==> src/rtl/lcd_spi_rx.sv <==
// Panel-side receiver for the 4-wire display SPI bus: deserializes bytes, decodes CASET/RASET/RAMWR
// and emits RGB565 pixel writes with coordinates; status and counters sit on a small CPU bus.
module lcd_spi_rx #(
   parameter int H_RES = 240,
   parameter int V_RES = 135
) (
   input  logic        clk,
   input  logic        resetn,
   input  logic        spi_clk,
   input  logic        spi_cs,
   input  logic        spi_rs,
   input  logic        spi_data,
   output logic        cmd_valid,
   output logic [7:0]  cmd_byte,
   output logic        pix_valid,
   output logic [8:0]  pix_x,
   output logic [8:0]  pix_y,
   output logic [15:0] pix_data,
   input  logic        lcd_valid,
   output logic        lcd_ready,
   input  logic [31:0] addr,
   input  logic [31:0] wdata,
   input  logic [3:0]  wstrb,
   output logic [31:0] rdata
);

   localparam logic [8:0] XE_RST = 9'(H_RES - 1);
   localparam logic [8:0] YE_RST = 9'(V_RES - 1);

   typedef enum logic [1:0] {
      S_IDLE  = 2'd0,
      S_CASET = 2'd1,
      S_RASET = 2'd2,
      S_RAMWR = 2'd3
   } state_t;

   state_t state, state_nxt;

   // {clk, cs, rs, data}; cs resets inactive so no frame error is flagged out of reset
   logic [3:0]  sync1, sync2;
   logic        sclk_d;
   logic        s_clk, s_cs, s_rs, s_dat, sclk_rise;

   logic [2:0]  bitcnt;
   logic [6:0]  shreg;
   logic        byte_done;
   logic [7:0]  byte_val;
   logic        byte_rs;
   logic        last_rs;

   logic [2:0]  pidx;
   logic        phase;
   logic [7:0]  hi_byte;
   logic [8:0]  xs, xe, ys, ye, x, y;
   logic [31:0] pix_cnt;
   logic [7:0]  frame_err;

   logic        is_cmd, is_dat, pix_fire, frame_inc;
   logic        bus_take, bus_wr, clr;
   logic [31:0] rd_mux;
   logic        unused_addr;

   assign s_clk     = sync2[3];
   assign s_cs      = sync2[2];
   assign s_rs      = sync2[1];
   assign s_dat     = sync2[0];
   assign sclk_rise = s_clk & ~sclk_d;

   always_ff @(posedge clk or negedge resetn) begin
      if (!resetn) begin
         sync1  <= 4'b0100;
         sync2  <= 4'b0100;
         sclk_d <= 1'b0;
      end else begin
         sync1  <= {spi_clk, spi_cs, spi_rs, spi_data};
         sync2  <= sync1;
         sclk_d <= s_clk;
      end
   end

   always_ff @(posedge clk or negedge resetn) begin
      if (!resetn) begin
         bitcnt    <= 3'd0;
         shreg     <= 7'd0;
         byte_done <= 1'b0;
         byte_val  <= 8'd0;
         byte_rs   <= 1'b0;
      end else begin
         byte_done <= 1'b0;
         if (s_cs) begin
            bitcnt <= 3'd0;
         end else if (sclk_rise) begin
            shreg  <= {shreg[5:0], s_dat};
            bitcnt <= bitcnt + 3'd1;
            if (bitcnt == 3'd7) begin
               byte_done <= 1'b1;
               byte_val  <= {shreg, s_dat};
               byte_rs   <= s_rs;
            end
         end
      end
   end

   assign frame_inc = s_cs && (bitcnt != 3'd0);
   assign is_cmd    = byte_done & ~byte_rs;
   assign is_dat    = byte_done & byte_rs;
   assign pix_fire  = is_dat && (state == S_RAMWR) && phase;

   always_ff @(posedge clk or negedge resetn) begin
      if (!resetn) state <= S_IDLE;
      else         state <= state_nxt;
   end

   always_comb begin
      state_nxt = state;
      if (is_cmd) begin
         case (byte_val)
            8'h2A:   state_nxt = S_CASET;
            8'h2B:   state_nxt = S_RASET;
            8'h2C:   state_nxt = S_RAMWR;
            default: state_nxt = S_IDLE;
         endcase
      end
   end

   // Window registers keep only [8:0] of each 16-bit parameter; pidx parks at 4 after the fourth byte
   always_ff @(posedge clk or negedge resetn) begin
      if (!resetn) begin
         cmd_valid <= 1'b0;
         cmd_byte  <= 8'd0;
         pix_valid <= 1'b0;
         pix_x     <= 9'd0;
         pix_y     <= 9'd0;
         pix_data  <= 16'd0;
         last_rs   <= 1'b0;
         pidx      <= 3'd0;
         phase     <= 1'b0;
         hi_byte   <= 8'd0;
         xs        <= 9'd0;
         xe        <= XE_RST;
         ys        <= 9'd0;
         ye        <= YE_RST;
         x         <= 9'd0;
         y         <= 9'd0;
      end else begin
         cmd_valid <= 1'b0;
         pix_valid <= 1'b0;
         if (byte_done) last_rs <= byte_rs;
         if (is_cmd) begin
            cmd_valid <= 1'b1;
            cmd_byte  <= byte_val;
            pidx      <= 3'd0;
            phase     <= 1'b0;
            if (byte_val == 8'h2C) begin
               x <= xs;
               y <= ys;
            end
         end else if (is_dat) begin
            case (state)
               S_CASET: if (!pidx[2]) begin
                  case (pidx[1:0])
                     2'd0: xs[8]   <= byte_val[0];
                     2'd1: xs[7:0] <= byte_val;
                     2'd2: xe[8]   <= byte_val[0];
                     2'd3: xe[7:0] <= byte_val;
                     default: ;
                  endcase
                  pidx <= pidx + 3'd1;
               end
               S_RASET: if (!pidx[2]) begin
                  case (pidx[1:0])
                     2'd0: ys[8]   <= byte_val[0];
                     2'd1: ys[7:0] <= byte_val;
                     2'd2: ye[8]   <= byte_val[0];
                     2'd3: ye[7:0] <= byte_val;
                     default: ;
                  endcase
                  pidx <= pidx + 3'd1;
               end
               S_RAMWR: begin
                  if (!phase) begin
                     hi_byte <= byte_val;
                     phase   <= 1'b1;
                  end else begin
                     pix_valid <= 1'b1;
                     pix_data  <= {hi_byte, byte_val};
                     pix_x     <= x;
                     pix_y     <= y;
                     phase     <= 1'b0;
                     if (x == xe) begin
                        x <= xs;
                        y <= (y == ye) ? ys : y + 9'd1;
                     end else begin
                        x <= x + 9'd1;
                     end
                  end
               end
               default: ;
            endcase
         end
      end
   end

   // Bus handshake: a request is taken when lcd_valid=1 and lcd_ready=0; lcd_ready answers on the
   // next clk for exactly one cycle with rdata valid, and lcd_valid is ignored during that cycle.
   assign bus_take    = lcd_valid & ~lcd_ready;
   assign bus_wr      = |wstrb;
   assign clr         = bus_take && (wstrb == 4'hF) && (addr[7:0] == 8'h08) && (wdata == 32'hFFFF_FFFF);
   assign unused_addr = &{1'b0, addr[31:8]};

   always_comb begin
      rd_mux = 32'd0;
      case (addr[7:0])
         8'h00:   rd_mux = {23'd0, last_rs, cmd_byte};
         8'h04:   rd_mux = pix_cnt;
         8'h08:   rd_mux = {14'd0, state, 8'd0, frame_err};
         8'h0C:   rd_mux = {7'd0, xs, 7'd0, xe};
         default: rd_mux = 32'd0;
      endcase
   end

   always_ff @(posedge clk or negedge resetn) begin
      if (!resetn) begin
         lcd_ready <= 1'b0;
         rdata     <= 32'd0;
         pix_cnt   <= 32'd0;
         frame_err <= 8'd0;
      end else begin
         lcd_ready <= bus_take;
         rdata     <= (bus_take && !bus_wr) ? rd_mux : 32'd0;
         // Clear beats any increment landing on the same clk
         if (clr)           pix_cnt <= 32'd0;
         else if (pix_fire) pix_cnt <= pix_cnt + 32'd1;
         if (clr)                                 frame_err <= 8'd0;
         else if (frame_inc && frame_err != 8'hFF) frame_err <= frame_err + 8'd1;
      end
   end

endmodule

==> config.mk <==
export PLATFORM = sky130hd
export DESIGN_NAME = lcd_spi_rx
export DESIGN_NICKNAME = d
export VERILOG_FILES = /design/src/rtl/lcd_spi_rx.sv
export SDC_FILE = /design/constraint.sdc
export NUM_CORES = 1
export LEC_CHECK = 0
export ABC_AREA = 1
export CAP_MARGIN = 15
export CORE_MARGIN = 2
export CORE_UTILIZATION = 40
export DETAILED_ROUTE_END_ITERATION = 12
export PLACE_DENSITY = 0.64
export SETUP_SLACK_MARGIN = 0.3
export SLEW_MARGIN = 20
export SYNTH_ARGS = -nofsm -noshare
export SYNTH_HDL_FRONTEND = slang
export SYNTH_SLANG_ARGS = --single-unit
==> constraint.sdc <==
create_clock -name clk -period 1.93 [get_ports clk]
set_input_delay 0.4825 -clock clk [delete_from_list [all_inputs] [get_ports clk]]
set_output_delay 0.4825 -clock clk [all_outputs]
set_load 0.05 [all_outputs]
==> reports/metrics.yaml, run 1 <==
sta:
  fmaxAchievable_ghz: 0.581
  setup_violations: 0
  fin_ws_ns: 0.207
  slew_violations: 0
  rsz_0062_raised_after_global_routing: "yes"
  finalCriticalPeriod_ns: 1.72
  final_hold_viol_count: 0
  timing.slew.headroom: 0.663
  post-route-period-util: 0.893
  worst_pin_slew_ns: 0.505
  fin_hold_ws_ns: 0.339
  worst_clock_skew_ns: 0.0197
clock_tree:
  worst_skew_late_latency_ns: 0.53
  clkSlewWorstSetupHoldPaths_ns: 0.06
  cts_inserted_buffers: 24
  cts_root_buffer: "clkbuf_16"
  htree_num_levels: 1
  cts_tree: "yes"
  cts.path.max_buffers: 3
  clock_sinks: 215
synth:
  synth_top_flop_cell: "dfrtp_1"
  synth_seq_area_share: 0.529
  mappedNetlistNets: 1354
  synth-async-reset-ratio: 1.00
  synth-simple-area-share: 0.273
  synth.top_cells.by_count: "nand2_1, dfrtp_1, inv_1, o21ai_0, nor2_1"
  netlist.area_leader.share: 0.498
  post_synthesis_share_of_cell_area_spent_on_full_adders_half_adders_and_majority_gates: 0.0172
  synth_seq_cells: 215
  number_of_warning_messages_in_the_yosys_log: 0
  syn-cell-area_sq_mm: 0.0102
  yosys-top-cells-area: "dfrtp_1, nand2_1, o21ai_0"
  yosysMostFrequentCell: "nand2_1"
  post_synth_mux_area_share: 0
  number_of_standard_cells_after_synthesis: 1265
  netlist.top_cell.by_area: "dfrtp_1"
  post_synth_num_cell_types: 37
  main_combinational_cell_family_by_area_after_synthesis: "simple AND/OR/NAND/NOR gates"
  compound_gate_fraction_of_synth_area: 0.0814
  synth_edf_count: 0
  yosys.area_share.xor_xnor: 0.0258
  syn_avg_cell_area_sq_um: 8.06
drt:
  post-route-drc-count: 0
  detail_route.wirelength_um: 28900
  via_count: 9110
  drtAntennaViolNets: 0
  detailedRoute.firstPassIterationCount: 5
  dr.first_iter.drc_count: 737
  drt_wl_cell_um: 15.8
  detail_route.vias_per_cell: 4.99
placement:
  post-dp-hpwl_um: 19900
  dpl_ws_ns: -0.282
  placed_cells: 1744
  routabilityCongestion: 0.868
  placedInstanceArea_sq_mm: 0.0120
  portBuffers: 127
worst_setup_path:
  crit_type: "register to register"
  reg2reg_depth: 10
  worst-endpoint-arrival_ns: 2.12
  critical_path.cell_chain: "xnor2_1, nand2_1, nor2_2, nand3_4, buf_12, nand2_8, buf_6, nand2_1, nand3_2, nand2_2"
  cp_slowest_stage_delay_ns: 0.54
  critPathRequiredTime_ns: 2.33
  endpoint_kind: "register"
  worst-path-max-fanout: 4
  worst_setup_path_start_kind: "register"
  crit_buf_inv: 2
  rrSetupSlack_ns: 0.21
  critical_path.most_common_cell: "nand2_1"
  worstSetupPathDepth: 10
  path_delay_family: "simple AND/OR/NAND/NOR gates"
  cpMaxStageDelayCell: "dfstp_2"
finish:
  finalNonFillerCells: 1824
  largest_registers: "pix_cnt x32, rdata x32, pix_data x16"
  flow.area_growth_from_synthesis_pct: 35.7
  antennaDiodeCount: 0
  multi_input_area_sq_mm: 0.00459
  fin_area_sq_mm: 0.0138
  post_route_cells_drive_above_1_share: 0.233
  area.sequential_sq_mm: 0.00540
  fillerInstances: 2295
  num-nets-final: 1565
global_routing:
  globalRouteOverflowTotal: 0
  grt_start_max_net_pins: 51
  number_of_global_route_vias_before_repair: 8628
  wire_length_of_the_first_global_routing_pass_um: 44800
  gr-usage-all-layers: 0.210
  antenna_found_initial: 0
floorplan:
  dieHeight_um: 164
  core_region_area_sq_mm: 0.0251
  placement_rows: 58
  die_outline_width_um: 164
  design.die.area_sq_mm: 0.0268
  initial_core_util: 0.406
  io_pins: 152
power_and_ir_drop:
  finalPower_uw: 9850
  power.density_cell_area_mw_per_mm2: 712
  proportion_of_power_drawn_by_combinational_gates: 0.054
  seqPwrFrac: 0.474
  clock_power_share: 0.473
  p_sw_frac: 0.222
  cellLeakagePower_uw: 0.00660
  power.switching_uw: 2180
  max-vdd-ir-drop_mv: 0.602
  p_int_uw: 7660
hold_path:
  hp-class: "register to register"
  min_delay_path_depth: 0
run:
  cap_violations: 0
status:
  outcome: "finished, final reports clean"
==> per-stage QoR <==
step	utilization	setup TNS, ns
after floorplan	-	0
after global placement	0.480	-8.12
after detailed placement	0.480	-11.95
after CTS	0.520	0
after global routing	0.551	0
final	0.551	0
==> per-layer routing <==
| metal | up-vias | track usage | wire (um) |
|---|---|---|---|
| met5 | - | 0 | 0 |
| met4 | 0 | 0.0570 | 601 |
| met3 | 47 | 0.0268 | 1510 |
| met2 | 245 | 0.343 | 13900 |
| met1 | 4350 | 0.296 | 12900 |
| li1 | 4468 | - | - |
==> cells in the final DEF, fill, tap and decap left out, types with 4 or more instances in the layout <==
cell type	instances
buf_4	137
nor3_2	7
dfstp_2	12
xor2_1	16
clkbuf_8	5
nand3_4	5
nor2_1	76
nor2_4	11
inv_2	13
nand2_2	21
nand2_4	13
buf_6	18
clkbuf_1	9
nand2_1	357
clkbuf_16	26
dfrtp_2	6
nand3_2	19
inv_1	143
buf_12	10
ha_1	11
o21ai_1	8
a21oi_4	4
nor3_1	33
dlymetal6s2s_1	7
xnor2_1	14
nand4_1	30
a21oi_1	16
dfrtp_1	197
clkdlybuf4s50_1	42
nor3_4	4
nor2_2	13
o22ai_1	7
o21ai_0	112
nand3_1	56
==> area by class of cell <==
type                    instances  share of cell area
clock buffers                  39              0.0526
clock inverters                 5             0.00570
inverters                     158              0.0436
multi-input cells             857               0.332
flip-flops and latches        215               0.390
well taps                     330              0.0298
repair buffers                220               0.146
==> path summary, 6_finish.rpt <==
path                       startpoint          end
setup / recovery                xe[1]         x[1]
hold / removal               sync1[0]     sync2[0]
setup reg to reg                xe[1]         x[1]
hold reg to reg              sync1[0]     sync2[0]
max in group asynchronous      resetn        ye[1]
min in group asynchronous      resetn  pix_cnt[30]
==> repair_timing <==
item,4_1_cts,5_1_grt
pin swaps,7,51
buffers inserted,12,19
hold buffers,1,0
gates resized for setup,29,160
endpoints found under the hold margin,39,0
setup endpoints to repair,81,136
gates cloned,1,3
==> worst reg2reg max path, delay by kind of cell, from the launching register on <==
kind / cells / cell delay [ns]
xor+xnor: 1 / 0.12
buf+inv: 2 / 0.28
simple gates: 7 / 0.66
flops: 1 / 0.54
==> logic make-up after synthesis <==
family / Yosys count
AND/OR/NAND/NOR: 654
flip-flops: 215
buffers and inverters: 195
AO/OA/AOI/OAI: 157
XOR/XNOR: 30
adder cells (fa/ha/maj): 14
==> power by group through the flow <==
stage          Clock (uW)  Combinational (uW)  Sequential [uW]
2_1_floorplan           0                 193             4740
3_3_place_gp            0                 479             4740
3_5_place_dp            0                 490             4740
4_1_cts              4740                 501             4660
5_1_grt              4950                 594             4670
6_report             4650                 528             4670
Power figures use the tool's default switching activity.
==> run 2: changes to the inputs <==
--- a/config.mk
+++ b/config.mk
@@ -9,6 +9,7 @@
 export CAP_MARGIN = 15
 export CORE_MARGIN = 2
 export CORE_UTILIZATION = 40
+export CTS_BUF_LIST = sky130_fd_sc_hd__clkbuf_8
 export DETAILED_ROUTE_END_ITERATION = 12
 export PLACE_DENSITY = 0.64
 export SETUP_SLACK_MARGIN = 0.3
==> reports/metrics.yaml, run 2 (synthesis results as in run 1) <==
clock_tree:
  cts_tree: "yes"  # unchanged
  clkSlewWorstSetupHoldPaths_ns: 0.06  # about the same
  cts_root_buffer: "clkbuf_8"  # was clkbuf_16
  htree_num_levels: 2  # was 1
  cts_inserted_buffers: 37  # was 24
  worst_skew_late_latency_ns: 0.54  # was 0.53 ns
  cts.path.max_buffers: 3  # unchanged
  clock_sinks: 215  # unchanged
drt:
  dr.first_iter.drc_count: 569  # was 737
  via_count: 9011  # was 9,110
  detailedRoute.firstPassIterationCount: 5  # unchanged
  detail_route.wirelength_um: 28000  # was 28,900 um
  post-route-drc-count: 0  # unchanged
  drt_wl_cell_um: 15.3  # was 15.8 um
  detail_route.vias_per_cell: 4.93  # was 4.99
  drtAntennaViolNets: 0  # unchanged
sta:
  fin_hold_ws_ns: 0.347  # was 0.339 ns
  fin_ws_ns: 0.257  # was 0.207 ns
  setup_violations: 0  # unchanged
  worst_pin_slew_ns: 0.536  # was 0.505 ns
  fin_setup_tns_ns: 0  # unchanged
  slew_violations: 0  # unchanged
  final_hold_viol_count: 0  # unchanged
  rsz_0062_raised_after_global_routing: "yes"  # unchanged
  timing.slew.headroom: 0.642  # was 0.663
  worst_clock_skew_ns: 0.0350  # was 0.0197 ns
  finalCriticalPeriod_ns: 1.67  # was 1.72 ns
  post-route-period-util: 0.867  # was 0.893
  fmaxAchievable_ghz: 0.598  # was 0.581 GHz
worst_setup_path:
  crit_type: "register to register"  # unchanged
  critPathRequiredTime_ns: 2.35  # was 2.33 ns
  worst-path-max-fanout: 7  # was 4
  regToRegStartpoint: "state[0]"  # was xe[1]
  rrSetupSlack_ns: 0.26  # was 0.21 ns
  endpoint_kind: "register"  # unchanged
  worst_setup_path_start_kind: "register"  # unchanged
  worstReg2RegEnd: "pix_cnt[29]"  # was x[1]
  crit_start: "state[0]"  # was xe[1]
  reg2reg_depth: 8  # was 10
  worst-endpoint-arrival_ns: 2.10  # was 2.12 ns
status:
  outcome: "finished, final reports clean"  # unchanged
finish:
  num-nets-final: 1560  # was 1,565
  finalNonFillerCells: 1828  # was 1,824
  fillerInstances: 2416  # was 2,295
  layout_commonest_cell: "nand2_1"  # unchanged
  post_route_cells_drive_above_1_share: 0.197  # was 0.233
  antennaDiodeCount: 0  # unchanged
  largest_registers: "pix_cnt x32, rdata x32, pix_data x16"  # unchanged
  flow.area_growth_from_synthesis_pct: 29.6  # was 35.7%
  most_frequent_cells_in_the_layout: "nand2_1, dfrtp_1, inv_1, buf_4, o21ai_0"  # unchanged
floorplan:
  core_region_area_sq_mm: 0.0251  # unchanged
  io_pins: 152  # unchanged
  initial_core_util: 0.406  # unchanged
  dieHeight_um: 164  # unchanged
  die_outline_width_um: 164  # unchanged
  design.die.area_sq_mm: 0.0268  # unchanged
  placement_rows: 58  # unchanged
hold_path:
  min_delay_path_depth: 0  # unchanged
  hold_end: "sync2[0]"  # unchanged
  hp-class: "register to register"  # unchanged
  hold_path.startpoint: "sync1[0]"  # unchanged
placement:
  post-dp-hpwl_um: 19900  # unchanged
  portBuffers: 127  # unchanged
  routabilityCongestion: 0.868  # unchanged
  dpl_ws_ns: -0.282  # unchanged
  placed_cells: 1744  # unchanged
global_routing:
  antenna_found_initial: 0  # unchanged
  gr-usage-all-layers: 0.210  # about the same
  wire_length_of_the_first_global_routing_pass_um: 44500  # was 44,800 um
  globalRouteOverflowTotal: 0  # unchanged
  number_of_global_route_vias_before_repair: 8662  # was 8,628
  grt_start_max_net_pins: 51  # unchanged
power_and_ir_drop:
  finalPower_uw: 9090  # was 9850 uW
  max-vdd-ir-drop_mv: 0.587  # was 0.602 mV
  power.density_cell_area_mw_per_mm2: 688  # was 712 mW/mm^2
  cellLeakagePower_uw: 0.00640  # was 0.00660 uW
run:
  cap_violations: 0  # unchanged
==> run 2: metrics by stage <==
stage	util	instance area [sq um]
2_1_floorplan	-	10200
3_3_place_gp	0.480	12000
3_5_place_dp	0.480	12000
4_1_cts	0.515	12900
5_1_grt	0.526	13200
6_report	0.526	13200
==> run 2: worst max-delay path by stage <==
stage | depth (start not counted) | end
5_1_grt | 11 | pix_cnt[17]
6_report | 8 | pix_cnt[29]
3_5_place_dp | 10 | pix_cnt[13]
3_3_place_gp | 10 | frame_err[1]
2_1_floorplan | 6 | rdata[20]
4_1_cts | 9 | pix_cnt[18]
==> run 2: what timing repair did <==
action / in CTS / in global routing
buffers inserted: 10 / 6
hold endpoints to repair: 39 / 0
hold buffers: 1 / 0
pin swaps: 6 / 5
gates cloned: 0 / 1
gates resized for setup: 34 / 68
setup endpoints to repair: 86 / 122
==> run 2: area by class of cell <==
| class | count | area [sq um] | share of cell area |
|---|---|---|---|
| flip-flops and latches | 215 | 5400 | 0.408 |
| inverters | 158 | 598 | 0.0452 |
| repair buffers | 203 | 1830 | 0.138 |
| well taps | 330 | 413 | 0.0312 |
| clock buffers | 43 | 592 | 0.0448 |
| multi-input cells | 856 | 4290 | 0.324 |
| clock inverters | 23 | 105 | 0.00795 |
==> run 2: critical path, stage by stage, from the launching register on <==
cell and delay, ns:
dfrtp_1 0.37, ha_2 0.19, inv_2 0.05, nor3_4 0.23, inv_4 0.15, nor2_4 0.15, nand4_1 0.16, nor3_2 0.17
nor2_1 0.07
==> run 2: layer usage <==
metal,GRT usage,part of all wire,vias up
met4,0.0694,0.026,0
met1,0.293,0.45,4274
met3,0.0323,0.052,57
met2,0.337,0.47,223
li1,-,-,4457
met5,0,0,-
==> run 2: where the power goes <==
| group | internal [uW] | switching (uW) | total, uW |
|---|---|---|---|
| logic | 212 | 299 | 511 |
| registers | 4610 | 56.1 | 4670 |
| clock network | 2040 | 1880 | 3920 |
| total | 6860 | 2240 | 9090 |
